File: src/rtl/reflet_timer_periph_pkg.sv
// Shared register map and CTRL bit positions for the reflet timer peripheral.
package reflet_timer_periph_pkg;

  typedef enum logic [5:0] {
    TMR_CTRL     = 6'd0,
    TMR_PRESCALE = 6'd1,
    TMR_COMPARE  = 6'd2,
    TMR_COUNT    = 6'd3,
    TMR_STATUS   = 6'd4
  } tmr_reg_e;

  localparam int TMR_RUN      = 0;
  localparam int TMR_PERIODIC = 1;
  localparam int TMR_IRQ_EN   = 2;
  localparam int TMR_CTRL_W   = 3;

endpackage

File: src/rtl/reflet_timer_prescaler.sv
// Prescaler for the reflet timer: emits one tick every (prescale+1) enabled, running cycles.
module reflet_timer_prescaler #(
  parameter int wordsize = 16
) (
  input  logic                clk,
  input  logic                reset,
  input  logic                enable,
  input  logic                run,
  input  logic                clear,
  input  logic [wordsize-1:0] prescale,
  output logic                tick
);

  logic [wordsize-1:0] pcnt;

  assign tick = enable & run & (pcnt == prescale);

  always_ff @(posedge clk or posedge reset) begin
    if (reset) begin
      pcnt <= '0;
    end else if (enable) begin
      if (clear) begin
        pcnt <= '0;
      end else if (run) begin
        if (pcnt == prescale) pcnt <= '0;
        else                  pcnt <= pcnt + 1'b1;
      end
    end
  end

endmodule

File: src/rtl/reflet_timer_periph.sv
// Memory-mapped timer for the reflet bus: register file, address decode, registered OR-bus read
// and a prescaled up-counter with compare match and level interrupt.
module reflet_timer_periph
  import reflet_timer_periph_pkg::*;
#(
  parameter int                  wordsize  = 16,
  parameter logic [wordsize-1:0] base_addr = 'hFF00
) (
  input  logic                clk,
  input  logic                reset,
  input  logic                enable,
  input  logic [wordsize-1:0] addr,
  input  logic [wordsize-1:0] data_in,
  input  logic                write_en,
  output logic [wordsize-1:0] data_out,
  output logic                irq
);

  localparam int byte_shift = $clog2(wordsize / 8);

  logic [TMR_CTRL_W-1:0] ctrl;
  logic [wordsize-1:0]   prescale;
  logic [wordsize-1:0]   compare;
  logic [wordsize-1:0]   count;
  logic                  match;

  logic                  sel;
  logic [5:0]            idx;
  logic                  wr;
  logic                  wr_ctrl, wr_prescale, wr_compare, wr_count, wr_status;
  logic                  run_eff;
  logic                  pre_clear;
  logic                  tick;
  logic                  count_hit;
  logic                  match_evt;
  logic [wordsize-1:0]   rd_val;

  assign sel = (addr[wordsize-1:6] == base_addr[wordsize-1:6]);
  assign idx = addr[5:0] >> byte_shift;
  assign wr  = enable & write_en & sel;

  assign wr_ctrl     = wr & (idx == TMR_CTRL);
  assign wr_prescale = wr & (idx == TMR_PRESCALE);
  assign wr_compare  = wr & (idx == TMR_COMPARE);
  assign wr_count    = wr & (idx == TMR_COUNT);
  assign wr_status   = wr & (idx == TMR_STATUS);

  // A write that clears run must suppress the tick of that same edge.
  assign run_eff   = ctrl[TMR_RUN] & ~(wr_ctrl & ~data_in[TMR_RUN]);
  assign pre_clear = wr_prescale | wr_count | (wr_ctrl & data_in[TMR_RUN] & ~ctrl[TMR_RUN]);

  reflet_timer_prescaler #(
    .wordsize (wordsize)
  ) u_prescaler (
    .clk      (clk),
    .reset    (reset),
    .enable   (enable),
    .run      (run_eff),
    .clear    (pre_clear),
    .prescale (prescale),
    .tick     (tick)
  );

  assign count_hit = (count == compare);
  assign match_evt = tick & ~wr_count & count_hit;

  assign irq = match & ctrl[TMR_IRQ_EN];

  always_comb begin
    rd_val = '0;
    case (idx)
      TMR_CTRL:     rd_val = {{(wordsize-TMR_CTRL_W){1'b0}}, ctrl};
      TMR_PRESCALE: rd_val = prescale;
      TMR_COMPARE:  rd_val = compare;
      TMR_COUNT:    rd_val = count;
      TMR_STATUS:   rd_val = {{(wordsize-1){1'b0}}, match};
      default:      rd_val = '0;
    endcase
  end

  always_ff @(posedge clk or posedge reset) begin
    if (reset) begin
      ctrl     <= '0;
      prescale <= '0;
      compare  <= '1;
      count    <= '0;
      match    <= 1'b0;
      data_out <= '0;
    end else if (enable) begin
      data_out <= sel ? rd_val : '0;

      if (wr_ctrl)
        ctrl <= data_in[TMR_CTRL_W-1:0];
      else if (match_evt && !ctrl[TMR_PERIODIC])
        ctrl[TMR_RUN] <= 1'b0;

      if (wr_prescale) prescale <= data_in;
      if (wr_compare)  compare  <= data_in;

      if (wr_count)
        count <= data_in;
      else if (tick)
        count <= count_hit ? '0 : count + 1'b1;

      // Hardware set beats a software clear landing on the same edge.
      if (match_evt)
        match <= 1'b1;
      else if (wr_status && data_in[0])
        match <= 1'b0;
    end
  end

endmodule

File: config.mk
export PLATFORM = sky130hd
export DESIGN_NAME = reflet_timer_periph
export DESIGN_NICKNAME = d
export VERILOG_FILES = /design/src/rtl/reflet_timer_periph_pkg.sv /design/src/rtl/reflet_timer_prescaler.sv /design/src/rtl/reflet_timer_periph.sv
export SDC_FILE = /design/constraint.sdc
export NUM_CORES = 1
export LEC_CHECK = 0
export BUFFER_PORTS_ARGS = -buffer_cell sky130_fd_sc_hd__buf_4
export CAP_MARGIN = 20
export CORE_MARGIN = 4
export CORE_UTILIZATION = 53
export DETAILED_ROUTE_END_ITERATION = 16
export GPL_TIMING_DRIVEN = 0
export HOLD_SLACK_MARGIN = 0.05
export PLACE_DENSITY = 0.73
export SETUP_SLACK_MARGIN = 0.15
export SLEW_MARGIN = 30
export SYNTH_ARGS = -nofsm -noshare
export SYNTH_HDL_FRONTEND = slang
export SYNTH_HIERARCHICAL = 1
export SYNTH_SLANG_ARGS = --single-unit
File: constraint.sdc
create_clock -name clk -period 4.6 [get_ports clk]
set_input_delay 0.23 -clock clk [delete_from_list [all_inputs] [get_ports clk]]
set_output_delay 0.23 -clock clk [all_outputs]
set_load 0.005 [all_outputs]
== Word level (Yosys, flattened, before mapping) ==
Cells that the tools add are included.

* Add/sub/neg operators: 2
* Eq/ne operators: 7
* Mux-type cells: 12
* Bitwise operators: 22
* Reductions and logical operators: 15

{| class="wikitable"
|+ Operators with widths
! cell !! number
|-
| $mux W16 || 7
|-
| $pmux W16 S5 || 1
|-
| $add A16 B1 Y16 const B || 2
|-
| $eq A16 B16 Y1 || 2
|-
| $and A1 B1 Y1 || 16
|-
| $reduce_and A2 Y1 || 7
|-
| $eq A10 B10 Y1 const B || 1
|-
| $eq A5 B2 Y1 const B || 2
|-
| $reduce_bool A2 Y1 || 4
|-
| $logic_not A6 Y1 || 1
|-
| $eq A5 B1 Y1 const B || 1
|-
| $eq A5 B3 Y1 const B || 1
|-
| $mux W1 || 4
|-
| $not A1 Y1 || 4
|-
| $logic_and A1 B1 Y1 || 2
|-
| $or A1 B1 Y1 || 2
|-
| $logic_not A1 Y1 || 1
|}

* Register bits after elaboration: 84
* Bits of input ports: 36
* Output and inout port bits: 17

== Longest topological paths before layout ==
* Depth in word-level cells: 13
* Mapped depth: 12

== Cells and area by module ==
Netlist, hierarchy kept.

{| class="wikitable"
|+ Modules (own cells, without submodules)
! module !! times used !! cells each !! area each (µm²)
|-
| reflet_timer_periph || 1 || 364 || 3900.0
|-
| reflet_timer_prescaler || 1 || 119 || 1019.7
|}

== Worst setup path after synthesis ==
Ideal clock, no wire load.

* Kind: input -> register
* Start point: input port enable
* End point: register u_prescaler.pcnt[3]
* Setup time: 121 ps
* Arrival: 2482 ps
* Path slack: 1997 ps
* Stages: 9
* Buffers on the path: 2
* Cell sequence: buf_6 nand4bb_1 nor3_1 nand4_1 o21a_1 o21ai_1 clkbuf_1 nor3_1 a22o_1

* Longest elaborated chain between the ends: 8
* Elaborated cells on any way between the ends: 15

{| class="wikitable"
|+ Ends and longest elaborated chain
! item !! line !! source
|-
| from (decl) || reflet_timer_periph.sv:11 || <nowiki>input logic enable,</nowiki>
|-
| $and A1 B1 Y1 (2 in series) || reflet_timer_periph.sv:40 || <nowiki>assign wr = enable & write_en & sel;</nowiki>
|-
| $and A1 B1 Y1 || reflet_timer_periph.sv:42 || <nowiki>assign wr_ctrl = wr & (idx == TMR_CTRL);</nowiki>
|-
| $and A1 B1 Y1 || reflet_timer_periph.sv:49 || <nowiki>assign run_eff = ctrl[TMR_RUN] & ~(wr_ctrl & ~data_in[TMR_RUN]);</nowiki>
|-
| $not A1 Y1 || reflet_timer_periph.sv:49 ||
|-
| $and A1 B1 Y1 || reflet_timer_periph.sv:49 ||
|-
| named net run_eff || reflet_timer_periph.sv:31 || <nowiki>logic run_eff;</nowiki>
|-
| $reduce_bool A2 Y1 (no line) || -- ||
|-
| $reduce_and A2 Y1 (no line) || -- ||
|-
| to (signal assigned) || reflet_timer_prescaler.sv:26 || <nowiki>else pcnt <= pcnt + 1'b1;</nowiki>
|-
| to (decl) || reflet_timer_prescaler.sv:14 || <nowiki>logic [wordsize-1:0] pcnt;</nowiki>
|}

The timed path passes the listed nets, and every way through them passes these cells.
A chain may end at the register's enable or synchronous reset.

== Worst setup path in the final report ==
* Start point: input port enable
* End point: register count[0]

* Longest elaborated chain between the ends: 10
* Elaborated cells on any way between the ends: 12

{| class="wikitable"
|+ Ends and longest elaborated chain
! item !! line !! source
|-
| $and A1 B1 Y1 (2 in series) || reflet_timer_periph.sv:40 ||
|-
| $and A1 B1 Y1 || reflet_timer_periph.sv:42 ||
|-
| $and A1 B1 Y1 || reflet_timer_periph.sv:49 ||
|-
| $not A1 Y1 || reflet_timer_periph.sv:49 ||
|-
| $and A1 B1 Y1 || reflet_timer_periph.sv:49 ||
|-
| named net run_eff || reflet_timer_periph.sv:31 ||
|-
| $and A1 B1 Y1 (2 in series) || reflet_timer_prescaler.sv:16 || <nowiki>assign tick = enable & run & (pcnt == prescale);</nowiki>
|-
| named net tick || reflet_timer_periph.sv:33 || <nowiki>logic tick;</nowiki>
|-
| $reduce_bool A2 Y1 (no line) || -- ||
|-
| $reduce_and A2 Y1 (no line) || -- ||
|-
| to (signal assigned) || reflet_timer_periph.sv:101 || <nowiki>count <= data_in;</nowiki>
|-
| to (signal assigned) || reflet_timer_periph.sv:103 || <nowiki>count <= count_hit ? '0 : count + 1'b1;</nowiki>
|-
| to (decl) || reflet_timer_periph.sv:24 || <nowiki>logic [wordsize-1:0] count;</nowiki>
|}

The timed path passes the listed nets, and every way through them passes these cells.

==> reports/qor.yml <==
status: "complete, no violations"
synth_nets: 521
drive_gt1_share_pct: 29.8
layout_commonest_cell: "dfrtp_1"
end_kind: "flip-flop"
hold_path_class: "input port to flip-flop"
path_class: "input port to flip-flop"
netlist_instances: 483
num-fill-cells: 741
grt_max_degree: 45
fmax_mhz: 299
viasPerCell: 6.05
setup_tns_ns: 0
clk_pin_slew_ns: 0.09
die_y_um: 104
hold_viol_final: 0
rsz0062_at_grt: "no"
ir_worst_vdd_mv: 0.130
worst_slew_pin_slew_ns: 0.874
critical_path_arrival_ns: 3.60
drc_errors: 0
postCtsHoldBufs: 1
multiInputGateArea_um2: 2470
relSlewSlack_pct: 41.3
drt_wl_total_mm: 12.5
fin_crit_ns: 3.34
htreeDepth: 3
slew_violations: 0
design.die.area_um2: 10900
synth_ff_type: "dfrtp_1"
utilization_pct: 63.8
final_area_um2: 5670
clock-sinks: 84
antenna_found_initial: 0
cts_buffers: 9
cts_tree: "built"
netlist_area_um2: 4920
yosys_warnings: 6
dpl.hpwl_mm: 9.40
areaGrowthSynthToFinish_pct: 15.3
wl_per_cell_um: 19.0
critPathMaxFanout: 10
clk_latency_ns: 0.36
syn_avg_cell_area_um2: 10.2
ys_seq_area_share_pct: 43.1
ys_seq_elements: 84
grt_pass1_vias: 3934
first_pass_iters: 5
placementRows: 34
ys_types: 60
seq_area_um2: 2120
start_kind: "input port"
nets: 584
die_w_um: 104
port_buffers: 50
core_um2: 8890
dr.first_iter.drc_count: 287
overflow: 0
maxCapViolCount: 0
p_per_area_nw_per_um2: 243
cts_buffer_depth: 2
synthArstFlopShare_pct: 100
cts_resized: 0
fin_crit_sh_pct: 72.7
final_cell_mix: "dfrtp_1, buf_4, mux2_2"
n_antenna_cell: 0
cts_setup_buffers: 0
root_buffer: "clkbuf_8"
ant_nets: 0
initial_utilization_pct: 55.3
grt_pass1_wl_mm: 20.7
io_pins: 53
routed-via-count: 3985
synth_edf_count: 0
setup_viol_count_final: 0
placed_area_um2: 5450
p_leak_nw: 2.54
skew_ns: 0.0132
grt_use_total_pct: 23.8
regToRegSetupSlack_ns: 1.40
required_ns: 4.85
gp_congestion: 0.934
-- routing by layer --
metal | global-route usage, % | vias up | routed length, µm
met3 | 3.54 | 26 | 761
met2 | 36.5 | 155 | 5790
met5 | 0 | - | 0
met1 | 35.1 | 1938 | 5740
met4 | 6.84 | 0 | 260
li1 | - | 1866 | -
-- flip-flops by register name (all words and copies together) (netlist names) --
signal and flops:
prescale 16, count 16, match 1, compare 16, data_out 16, ctrl 3, u_prescaler/pcnt 16
-- through the flow --
stage	hold WS [ns]	setup slack (ns)	power, mW	std cells
2_1_floorplan	0.144	2.00	0.787	483
3_3_place_gp	0.354	1.04	0.830	641
3_5_place_dp	0.240	0.993	0.833	642
4_1_cts	0.113	1.36	1.39	659
5_1_grt	0.124	1.07	1.42	659
6_report	0.123	1.26	1.38	659
-- worst max-delay path, stage by stage --
cell and delay, ns:
buf_4 0.12, buf_6 0.16, nand4bb_1 0.14, nor3_1 0.74, nand4_1 0.41, o21a_1 0.37
nand2_1 0.10, nor2_1 0.06, and2_1 0.15, clkbuf_1 0.23, a31oi_1 0.62, a22oi_1 0.14
o31ai_1 0.12
-- final cells by class --
class	count	share of cell area [%]
buffer	31	3.77
clock buffer	10	2.43
clock inverter	6	1.24
inverter	29	1.96
multi-input combinational	339	43.6
sequential	84	37.4
tap	108	2.38
timing repair buffer	52	7.15
-- path summary, 6_finish.rpt --
kind / to / depth (start not counted) / start
max: count[0]$_DFFE_PP0P_ / 13 / enable
min: count[3]$_DFFE_PP0P_ / 2 / data_in[3]
max in group asynchronous: compare[7]$_DFFE_PP1P_ / 4 / reset
max reg2reg: count[5]$_DFFE_PP0P_ / 8 / u_prescaler/pcnt[9]$_DFFE_PP0P_
min in group asynchronous: prescale[1]$_DFFE_PP0P_ / 3 / reset
min reg2reg: compare[0]$_DFFE_PP1P_ / 2 / compare[0]$_DFFE_PP1P_
-- report_power, final --
part	switching, mW	total [mW]	leakage (nW)	internal (mW)
sequential	0.000231	0.739	1.06	0.739
clock	0.288	0.559	0.101	0.271
combinational	0.0482	0.0804	1.38	0.0322
total	0.337	1.38	2.54	1.04
-- synth_stat cells, drive strengths merged (7+ instances only) --
cell,count,share of area [%]
dfrtp,68,35
nor4,9,1.4
nand4,20,3.1
xor2,21,3.7
mux2,45,10
a22oi,21,3.2
o21ai,11,1.1
mux2i,7,1.4
nand3,12,1.2
nor3,14,1.7
clkbuf,17,2.0
nand2,40,3.1
buf,14,2.3
inv,29,2.2
xnor2,23,4.1
nor2,30,2.4
o22ai,20,2.5
dfstp,16,8.5
-- cell families (layout without fill, tap and decap cells) --
group | after synthesis | count (layout) | synth area share [%]
adders and majority gates | 2 | 2 | 0.509
and+or+nand+nor | 156 | 156 | 17.6
DFF | 84 | 84 | 43.1
buffers and inverters | 60 | 128 | 6.56
xor gates and xnor gates | 44 | 44 | 7.83
muxes | 53 | 53 | 12.2
AOI/OAI and AO/OA | 84 | 84 | 12.1
Note: power is estimated with default switching activity, not from simulation.
